$ cat config.mk
export PLATFORM = sky130hd
export DESIGN_NAME = score_keeper
export DESIGN_NICKNAME = d
export VERILOG_FILES = /design/src/rtl/rhythm_pkg.sv /design/src/rtl/btn_edge.sv /design/src/rtl/score_keeper.sv
export SDC_FILE = /design/constraint.sdc
export NUM_CORES = 1
export LEC_CHECK = 0
export CAP_MARGIN = 5
export CORE_MARGIN = 2
export CORE_UTILIZATION = 45
export CTS_BUF_LIST = sky130_fd_sc_hd__clkbuf_8
export DETAILED_ROUTE_END_ITERATION = 8
export GPL_ROUTABILITY_DRIVEN = 0
export PLACE_DENSITY_LB_ADDON = 0.25
export SLEW_MARGIN = 20
export SYNTH_ARGS = -nofsm -noshare
export SYNTH_HDL_FRONTEND = slang
export SYNTH_HIERARCHICAL = 1
export SYNTH_SLANG_ARGS = --single-unit
$ cat constraint.sdc
create_clock -name clk -period 2.7 [get_ports clk]
set_input_delay 0.27 -clock clk [delete_from_list [all_inputs] [get_ports clk]]
set_output_delay 0.27 -clock clk [all_outputs]
set_load 0.05 [all_outputs]
$ cat src/rtl/rhythm_pkg.sv
// Shared constants and state encoding for the rhythm game scoring blocks.
package rhythm_pkg;

    localparam int unsigned SCORE_W = 5;
    localparam logic [SCORE_W-1:0] SCORE_MAX = 5'd31;

    typedef enum logic [1:0] {
        IDLE      = 2'd0,
        WAIT_NOTE = 2'd1,
        WINDOW    = 2'd2,
        DONE      = 2'd3
    } state_e;

endpackage

$ cat src/rtl/btn_edge.sv
// Registers the synchronised button and flags its rising edge as a press.
module btn_edge (
    input  logic clk,
    input  logic reset,
    input  logic btn,
    output logic press
);

    logic btn_q;

    always_ff @(posedge clk) begin
        if (!reset) begin
            btn_q <= 1'b0;
        end else begin
            btn_q <= btn;
        end
    end

    assign press = btn & ~btn_q;

endmodule

$ cat src/rtl/score_keeper.sv
// Per-player hit judge: opens a timed window per note, judges hit/miss and
// accumulates a saturating score over a fixed number of notes.
module score_keeper
    import rhythm_pkg::*;
#(
    parameter int unsigned WINDOW_CYCLES   = 8,
    parameter int unsigned NOTES_PER_ROUND = 20
) (
    input  logic               clk,
    input  logic               reset,
    input  logic               start,
    input  logic               note_strobe,
    input  logic               btn,
    output logic [SCORE_W-1:0] result,
    output logic               hit_pulse,
    output logic               miss_pulse,
    output logic               busy,
    output logic               round_done
);

    localparam int unsigned WIN_W  = $clog2(WINDOW_CYCLES + 1);
    localparam int unsigned NOTE_W = $clog2(NOTES_PER_ROUND + 1);

    localparam logic [WIN_W-1:0]  WIN_LOAD  = WIN_W'(WINDOW_CYCLES);
    localparam logic [WIN_W-1:0]  WIN_LAST  = WIN_W'(1);
    localparam logic [NOTE_W-1:0] NOTE_LAST = NOTE_W'(NOTES_PER_ROUND - 1);

    state_e              state_q, state_d;
    logic [SCORE_W-1:0]  score_q, score_d;
    logic [WIN_W-1:0]    win_cnt_q, win_cnt_d;
    logic [NOTE_W-1:0]   note_cnt_q, note_cnt_d;
    logic                hit_q, hit_d;
    logic                miss_q, miss_d;
    logic                press;
    logic                judged;

    btn_edge u_btn_edge (
        .clk   (clk),
        .reset (reset),
        .btn   (btn),
        .press (press)
    );

    // A new strobe closes the open note just like window expiry does.
    assign judged = press | note_strobe | (win_cnt_q == WIN_LAST);

    always_comb begin
        state_d    = state_q;
        score_d    = score_q;
        win_cnt_d  = win_cnt_q;
        note_cnt_d = note_cnt_q;
        hit_d      = 1'b0;
        miss_d     = 1'b0;

        unique case (state_q)
            IDLE, DONE: begin
                if (start) begin
                    score_d    = '0;
                    note_cnt_d = '0;
                    state_d    = WAIT_NOTE;
                end
            end
            WAIT_NOTE: begin
                if (note_strobe) begin
                    win_cnt_d = WIN_LOAD;
                    state_d   = WINDOW;
                end
            end
            WINDOW: begin
                if (press) begin
                    hit_d = 1'b1;
                    if (score_q != SCORE_MAX) begin
                        score_d = score_q + 1'b1;
                    end
                end else if (judged) begin
                    miss_d = 1'b1;
                end

                if (judged) begin
                    note_cnt_d = note_cnt_q + 1'b1;
                    if (note_cnt_q == NOTE_LAST) begin
                        state_d = DONE;
                    end else if (note_strobe) begin
                        win_cnt_d = WIN_LOAD;
                    end else begin
                        state_d = WAIT_NOTE;
                    end
                end else begin
                    win_cnt_d = win_cnt_q - 1'b1;
                end
            end
            default: state_d = IDLE;
        endcase
    end

    always_ff @(posedge clk) begin
        if (!reset) begin
            state_q    <= IDLE;
            score_q    <= '0;
            win_cnt_q  <= '0;
            note_cnt_q <= '0;
            hit_q      <= 1'b0;
            miss_q     <= 1'b0;
        end else begin
            state_q    <= state_d;
            score_q    <= score_d;
            win_cnt_q  <= win_cnt_d;
            note_cnt_q <= note_cnt_d;
            hit_q      <= hit_d;
            miss_q     <= miss_d;
        end
    end

    assign result     = score_q;
    assign hit_pulse  = hit_q;
    assign miss_pulse = miss_q;
    assign busy       = (state_q == WAIT_NOTE) || (state_q == WINDOW);
    assign round_done = (state_q == DONE);

endmodule

==> After elaboration in Yosys (flattened, before gate mapping) <==
Index checks and enable logic that the tools add are counted.
{ "classes": {"addsub": 3, "n_eq_ne": 13, "muxes": 18, "bitwise_logic": 6, "reduce_logical": 11} }
{ "ops": {"columns": ["operator", "n"], "rows": [
  ["5-bit two-way mux", 4],
  ["5-bit one-hot mux with 2 select lines", 2],
  ["4-bit two-way mux", 3],
  ["5-bit by 1-bit adder with 5-bit output (second input constant)", 2],
  ["2-bit two-way mux", 5],
  ["2-bit != test (second input constant)", 5],
  ["4-bit one-hot mux with 2 select lines", 1],
  ["4-bit AND reduction", 2],
  ["3-bit != test (second input constant)", 2],
  ["2-bit one-hot mux with 3 select lines", 1],
  ["5-bit equality test (second input constant)", 1],
  ["5-bit != test (second input constant)", 1],
  ["2-bit equality test (second input constant)", 2],
  ["4-bit by 1-bit equality test with 1-bit output (second input constant)", 1],
  ["2-bit AND reduction", 2],
  ["2-bit nonzero test", 2],
  ["4-bit by 1-bit subtractor with 4-bit output (second input constant)", 1],
  ["1-bit NOT", 3],
  ["3-bit AND reduction", 1],
  ["3-bit OR reduction", 1],
  ["2-bit by 1-bit equality test with 1-bit output (second input constant)", 1],
  ["2-bit zero test", 1],
  ["1-bit two-way mux", 2],
  ["1-bit bitwise OR", 2],
  ["other kinds (3)", 3]
]} }
{ "word_totals": {"regBits": 19, "in_bits": 5, "out_inout_bits": 9, "word_cells": 58} }

==> Logic depth before layout (Yosys ltp) <==
Gate-level depths: netlist (run 1).
{ "logic_depth": {"depth_word": 6, "mapped_depth": 8, "depth_no_buf": 7} }

==> By module <==
Netlist (run 1), hierarchy kept.
{ "by_module_without_submodules": {"columns": ["module", "instances", "cells_per_inst", "area_each_um2", "seq_area_each_um2"], "rows": [
  ["score_keeper", 1, 117, 1034.7, 360.3],
  ["btn_edge", 1, 3, 40.0, 20.0]
]} }

==> Worst setup path before layout (run 1) <==
Ideal clock, no wire load.
{ "synth_path": {"kind": "register to register", "from": "register score_q[0] (netlist: result[0])", "to": "register score_q[2] (netlist: result[2])", "setup_ns": 0.115, "arrival_time_ns": 1.941, "required_ns": 2.585, "path_slack_ns": 0.645, "stages_incl_launch_ff": 8, "n_path_buf": 0, "synth_period_minus_slack_ns": 2.055, "path_cell_list": "dfxtp_1 -> ha_1 -> and3_1 -> ha_1 -> nand2b_1 -> a21oi_1 -> a21boi_0 -> o21a_1"} }
{ "synth_between": {"elab_chain_cells": 4, "elab_cells_between_ends": 7, "classes_between": "add/sub (1); eq/ne (2); mux (3); reduce/logical (1)"} }
{ "synth_rtl": {"columns": ["element", "line_no", "text"], "rows": [
  ["start, declared", "score_keeper.sv:29", "logic [SCORE_W-1:0] score_q, score_d;"],
  ["start signal, assigned", "score_keeper.sv:106", "score_q <= score_d;"],
  ["5-bit by 1-bit adder with 5-bit output", "score_keeper.sv:73", "score_d = score_q + 1'b1;"],
  ["5-bit two-way mux", "score_keeper.sv:72", "if (score_q != SCORE_MAX) begin"],
  ["5-bit two-way mux", "score_keeper.sv:70", "if (press) begin"],
  ["5-bit one-hot mux with 2 select lines", "score_keeper.sv:55", "unique case (state_q)"]
]} }
Several ways; a longest one is shown, not always the timed one. The select of a mux whose other input is x is not followed.
A chain may end at the register's enable or synchronous reset.

==> Worst setup path after layout (run 1) <==
{ "layout_path": {"from": "register state_q[0]", "to": "register score_q[2] (netlist: result[2])"} }
{ "layout_between": {"elab_chain_cells": 4, "elab_cells_between_ends": 10, "classes_between": "eq/ne (5); mux (1); reduce/logical (4)"} }
{ "layout_rtl": {"columns": ["element", "line_no", "text"], "rows": [
  ["start, declared", "score_keeper.sv:28", "state_e state_q, state_d;"],
  ["start signal, assigned", "score_keeper.sv:105", "state_q <= state_d;"],
  ["2-bit equality test or 2-bit zero test (tied branches)", "score_keeper.sv:55", null],
  ["2-bit OR reduction", "score_keeper.sv:55", null],
  ["2-bit != test (no line) or 2-bit nonzero test (tied branches)", null, null],
  ["4-bit AND reduction (no line)", null, null]
]} }
Several ways; a longest one is shown, not always the timed one.

==> results of run 1 <==
logic make-up (layout without fill, tap and decap cells):
family                     Yosys count  after routing  synth area share, %
AOI/OAI and AO/OA                   25             25                 16.2
muxes                                6              6                 5.59
xor gates and xnor gates             3              3                 2.45
and+or+nand+nor                     46             46                 25.1
adders and majority gates            8              8                 9.31
buffers and inverters               13             24                 5.94
DFF                                 19             19                 35.4
sequential cells by signal, summed over array words and instances, names as in the netlist:
name and count:
result 5, state_q 2, hit_pulse 1, miss_pulse 1
note_cnt_q 5, u_btn_edge/btn_q 1, win_cnt_q 4
synth_stat cells, types with 3 or more instances:
cell / count
a21oi_1: 6
nand2_1: 8
o221a_2: 3
nor2b_1: 5
and2_1: 3
dfxtp_1: 19
ha_1: 8
xnor2_1: 3
o22ai_1: 3
clkbuf_1: 4
nand2b_1: 3
nor2_1: 7
o21ai_0: 3
mux2i_1: 6
nand3_1: 5
inv_1: 7
metal layers:
layer  global-route usage [%]  vias to the layer above  wire length, um
met2                     30.4                       10             1030
met3                     2.54                        2               44
met4                     7.69                        0                9
met1                     22.4                      421             1020
met5                        0                        -                0
li1                         -                      451                -
power by group through the flow:
stage          combinational, mW  clock (mW)  sequential (mW)
2_1_floorplan              0.202           0            0.346
3_3_place_gp               0.284           0            0.329
3_5_place_dp               0.288           0            0.332
4_1_cts                    0.289       0.199            0.325
5_1_grt                    0.318       0.208            0.328
6_report                   0.290       0.192            0.325
how the worst max path moves through the flow:
| stage | from | to | slack [ps] | cells past startpoint |
|---|---|---|---|---|
| 2_1_floorplan | result[0] | result[2] | 640 | 7 |
| 3_3_place_gp | state_q[0] | result[2] | 650 | 6 |
| 3_5_place_dp | state_q[0] | result[2] | 510 | 6 |
| 4_1_cts | state_q[0] | busy | 480 | 4 |
| 5_1_grt | state_q[0] | result[2] | 330 | 6 |
| 6_report | state_q[0] | result[2] | 460 | 6 |
layout make-up:
class | instances | area [um2]
clock inverters | 1 | 3.75
well taps | 28 | 35.0
inverters | 7 | 26.3
flip-flops and latches | 19 | 380
fillers | 209 | 986
multi-input cells | 88 | 631
repair buffers | 13 | 130
clock buffers | 3 | 41.3
through the flow:
stage,hold WS [ps],cell area (um2),instances
after detailed placement,468,1200,155
after CTS,481,1250,159
after floorplan,392,1070,120
after global routing,537,1250,159
final,486,1250,159
after global placement,468,1200,155
tightest hold or removal path, delay by kind of cell, from the launching register on:
family,cells,cell delay (ps)
AOI/OAI and AO/OA,2,120
DFF,1,320
==> flow_summary.yaml, run 1 <==
pwr:
  p_sw_mw: 0.293
  pwr-share-comb_pct: 35.9
  ir_drop_v: 0.000416
  power_leakage_nw: 0.479
  p_per_area_nw_per_um2: 647
  pwr-share-seq_pct: 40.3
  total_power_mw: 0.807
  p_int_mw: 0.514
  switching_share_pct: 36.3
  clockPowerShare_pct: 23.8
detailed_routing:
  ant_nets: 0
  wl_per_cell_um: 13.2
  routed_wirelength_um: 2100
  vias_per_cell: 5.56
  vias: 884
  drt_iter0_drc: 7
  drtPass1Iterations: 4
  drc: 0
sta:
  fin_skew_ps: 2.65
  worst_slack_ps: 463
  slew_headroom_pct: 54.3
  tightestPinTransition_ps: 666
  hold_violations: 0
  drv_slew: 0
  setup_violations: 0
  fmax_mhz: 447
  layout_worst_path_cycle_share_pct: 82.9
  fin_tns_setup_ps: 0
  layout_min_cycle_time_ps: 2240
  rsz0062_at_grt: "false"
job:
  maxCapViolations: 0
grt:
  grt_max_degree: 19
  antenna_found_initial: 0
  grt_overflow: 0
  grt_pass1_wl_um: 3730
  grt_pass1_vias: 900
  grt_usage_pct: 17.9
cts:
  post_cts_buffers: 0
  path_clk_slew_ps: 70
  cts-resized-gates: 0
  cts_root_buf: "clkbuf_8"
  cts.sinks: 19
  clock_latency_ps: 250
  htreeDepth: 1
  numCtsBuffers: 3
  clk_path_buf_depth: 2
  cts_hold_buf: 0
  cts_tree: "built"
worst_setup_path:
  crit_fanout: 18
  cp_slowest_stage_delay_ps: 590
  worst_r2r_path_depth: 6
  regToRegEndpoint: "result[2]"
  cp_top_family: "multiplexers"
  rrSetupSlack_ps: 460
  crit_chain: "inv_1 > ha_1 > mux2i_1 > a21oi_1 > and4b_1 > o21a_1"
  worst_ep_required_time_ps: 2840
  critPathBufInv: 1
  arrival_ps: 2380
  critPathLaunchType: "flip-flop"
  crit-reg2reg-launch: "state_q[0]"
  crit_slowest_cell: "mux2i_1"
  crit_path_end_kind: "flip-flop"
  worstSetupPathType: "flip-flop to flip-flop"
synth:
  synthCells: 120
  synth.area.top_cells: "dfxtp_1, ha_1, mux2i_1, o221a_2, nor2b_1"
  yosysWarnings: 6
  synth_area_leader_cell: "dfxtp_1"
  netlist_area_um2: 1070
  ys_seq_area_share_pct: 35.4
  async_reset_ff_share_pct: 0
  synth_top_area_share_pct: 35.4
  synthDistinctLibCells: 34
  synth_nets: 133
  syn_area_per_cell_um2: 8.96
  ys.flop_type: "dfxtp_1"
  synth_edf_count: 0
  ys_ff_latch: 19
floorplan:
  core_area_um2: 2230
  die_area_um2: 2800
  start_util_pct: 48.1
  fp-row-count: 17
  die_width_um: 52.9
  io_pins: 14
  die_h_um: 52.9
cells_and_area:
  final_common_cell: "dfxtp_1"
  nets: 145
  antennaDiodeCount: 0
  fin_util_pct: 55.9
  drive_gt1_share_pct: 6.11
  area_delta_synth_final_pct: 16.1
  mostFrequentLayoutCells: "dfxtp_1, clkdlybuf4s50_1, inv_1, nand2_1, ha_1"
worst_hold_path:
  hold_end: "note_cnt_q[4]"
  hold_depth: 2
  hp-start: "note_cnt_q[4]"
  hold_path.class: "flip-flop to flip-flop"
place:
  io_buffers: 13
  dp_slack_ps: 510
  dpl.hpwl_um: 1520
outcome:
  outcome: "complete, no violations"
No activity file was read; power rests on OpenSTA's default activity.
==> run 2, diff against run 1 <==
==> constraint.sdc (replaced) <==
create_clock -name clk -period 2 [get_ports clk]
set_input_delay 0.2 -clock clk [delete_from_list [all_inputs] [get_ports clk]]
set_output_delay 0.2 -clock clk [all_outputs]
set_load 0.05 [all_outputs]
==> run 2 against run 1 <==
  * Largest cell class unchanged
  * Cell area up 6.2%
  * Critical path type unchanged
  * Flip-flop and latch count stayed put
  * Count of clock-buffer cells in the layout unchanged
  * Final cell count increased by 6.3%
  * Sequential power is 35% higher
  * Power increased by 41%
  * Setup slack worse by 370 ps
  * Clock power up 35%
  * Sequential share of layout area is 1.7 points lower
==> flow_summary.yaml, run 2 (synthesis results as in run 1) <==
cts:
  post_cts_buffers: 0
  cts.sinks: 19
  clock_latency_ps: 260
  htreeDepth: 1
  cts_tree: "built"
  cts_root_buf: "clkbuf_8"
  path_clk_slew_ps: 70
  numCtsBuffers: 3
  clk_path_buf_depth: 2
pwr:
  ir_drop_v: 0.000627
  p_per_area_nw_per_um2: 856
  power_leakage_nw: 0.531
  total_power_mw: 1.13
cells_and_area:
  nets: 155
  ff_latch_area_um2: 382
  multi_input_area_um2: 634
  final_common_cell: "dfxtp_1"
  mostFrequentLayoutCells: "dfxtp_1, clkdlybuf4s50_1, buf_4"
  drive_gt1_share_pct: 14.9
  fillers: 201
  fin_util_pct: 59.3
  area_delta_synth_final_pct: 23.3
  antennaDiodeCount: 0
worst_setup_path:
  rrSetupSlack_ps: 90
  crit_fanout: 9
  cp_slowest_stage_delay_ps: 470
  crit_path_end_kind: "flip-flop"
  crit_start: "win_cnt_q[1]"
  critPathLaunchType: "flip-flop"
  cp_top_family: "simple AND/OR/NAND/NOR gates"
  critPathBufInv: 1
  worst_ep_required_time_ps: 2180
  worst_r2r_path_depth: 6
  crit-reg2reg-launch: "win_cnt_q[1]"
  crit_slowest_cell: "or4_1"
  arrival_ps: 2090
  regToRegEndpoint: "note_cnt_q[4]"
  worstSetupPathType: "flip-flop to flip-flop"
  crit_chain: "inv_1 > ha_1 > or3b_1 > and2_4 > or4_1 > a21oi_1"
job:
  maxCapViolations: 0
grt:
  antenna_found_initial: 0
  grt_max_degree: 11
  grt_pass1_vias: 928
  grt_usage_pct: 19.3
  grt_overflow: 0
  grt_pass1_wl_um: 3960
detailed_routing:
  drt_iter0_drc: 15
  routed_wirelength_um: 2260
  wl_per_cell_um: 13.4
  vias_per_cell: 5.53
  drc: 0
  ant_nets: 0
  drtPass1Iterations: 5
  vias: 935
floorplan:
  core_area_um2: 2230
  io_pins: 14
  start_util_pct: 48.1
  fp-row-count: 17
  die_h_um: 52.9
  die_area_um2: 2800
  die_width_um: 52.9
place:
  dpl.hpwl_um: 1650
  io_buffers: 13
sta:
  fin_tns_setup_ps: 0
  drv_slew: 0
  fin_skew_ps: 5.32
  slew_headroom_pct: 66.8
  tightestPinTransition_ps: 496
  hold_violations: 0
  layout_min_cycle_time_ps: 1910
  fmax_mhz: 523
  setup_violations: 0
  layout_worst_path_cycle_share_pct: 95.5
worst_hold_path:
  hp-start: "note_cnt_q[4]"
  hold_depth: 2
  hold_path.class: "flip-flop to flip-flop"
  hold_end: "note_cnt_q[4]"
outcome:
  outcome: "complete, no violations"
==> run 2: cell types whose count changed in the layout (fill, tap and decap cells not counted) <==
cell             change
a21oi_1              -1
buf_4               +11
dfxtp_2              +1
a21oi_2              +1
dfxtp_1              -1
clkdlybuf4s50_1      -1
==> run 2: metal layers <==
metal	global-route usage, %	part of all wire [%]	routed length, um	vias to the layer above
li1	-	-	-	476
met1	23.6	47	1050	436
met2	32.1	48	1090	19
met3	3.95	3.9	88	4
met4	8.97	1.5	34	0
met5	0	0	0	-
==> run 2: how the worst max path moves through the flow <==
stage | end | slack (ps) | cells after the start
5_1_grt | note_cnt_q[4] | -20 | 6
2_1_floorplan | result[2] | 70 | 7
3_5_place_dp | note_cnt_q[4] | 100 | 5
3_3_place_gp | note_cnt_q[4] | 180 | 6
6_report | note_cnt_q[4] | 90 | 6
4_1_cts | note_cnt_q[4] | 80 | 5
==> run 2: worst min-delay path, stage by stage (launching register included) <==
cell and delay, ps:
dfxtp_1 320, o31ai_1 60, a21oi_1 60
==> run 2: report_power, final <==
group	total [mW]	switching (mW)	internal, mW
Combinational	0.435	0.254	0.181
Sequential	0.439	0.0300	0.409
Clock	0.260	0.124	0.136
Total	1.13	0.408	0.726
==> run 2: layout make-up <==
type	count	share of cell area, %
multi-input combinational	88	47.9
sequential	19	28.8
timing repair buffer	23	15.3
clock buffer	3	3.12
tap	28	2.64
inverter	7	1.98
clock inverter	1	0.283
==> run 2: metrics by stage <==
| stage | hold slack [ps] | area [um2] | cells | setup WS (ps) |
|---|---|---|---|---|
| floorplan | 322 | 1080 | 120 | 65.6 |
| global placement | 466 | 1280 | 165 | 184 |
| detailed placement | 472 | 1280 | 165 | 105 |
| CTS | 481 | 1320 | 169 | 83.8 |
| global route | 517 | 1330 | 169 | -18.2 |
| finish | 484 | 1330 | 169 | 89.7 |
==> run 2: what timing repair did <==
action,in CTS,in global routing
setup endpoints to repair,0,1
resized for setup,0,1
hold buffers,0,0
==> run 3, diff against run 2 <==
--- a/config.mk
+++ b/config.mk
@@ -17,3 +17,4 @@
 export SYNTH_HDL_FRONTEND = slang
 export SYNTH_HIERARCHICAL = 1
 export SYNTH_SLANG_ARGS = --single-unit
+export TNS_END_PERCENT = 1
==> results of run 3 <==
Final layout, timing and power as in run 2 (identical DEF).
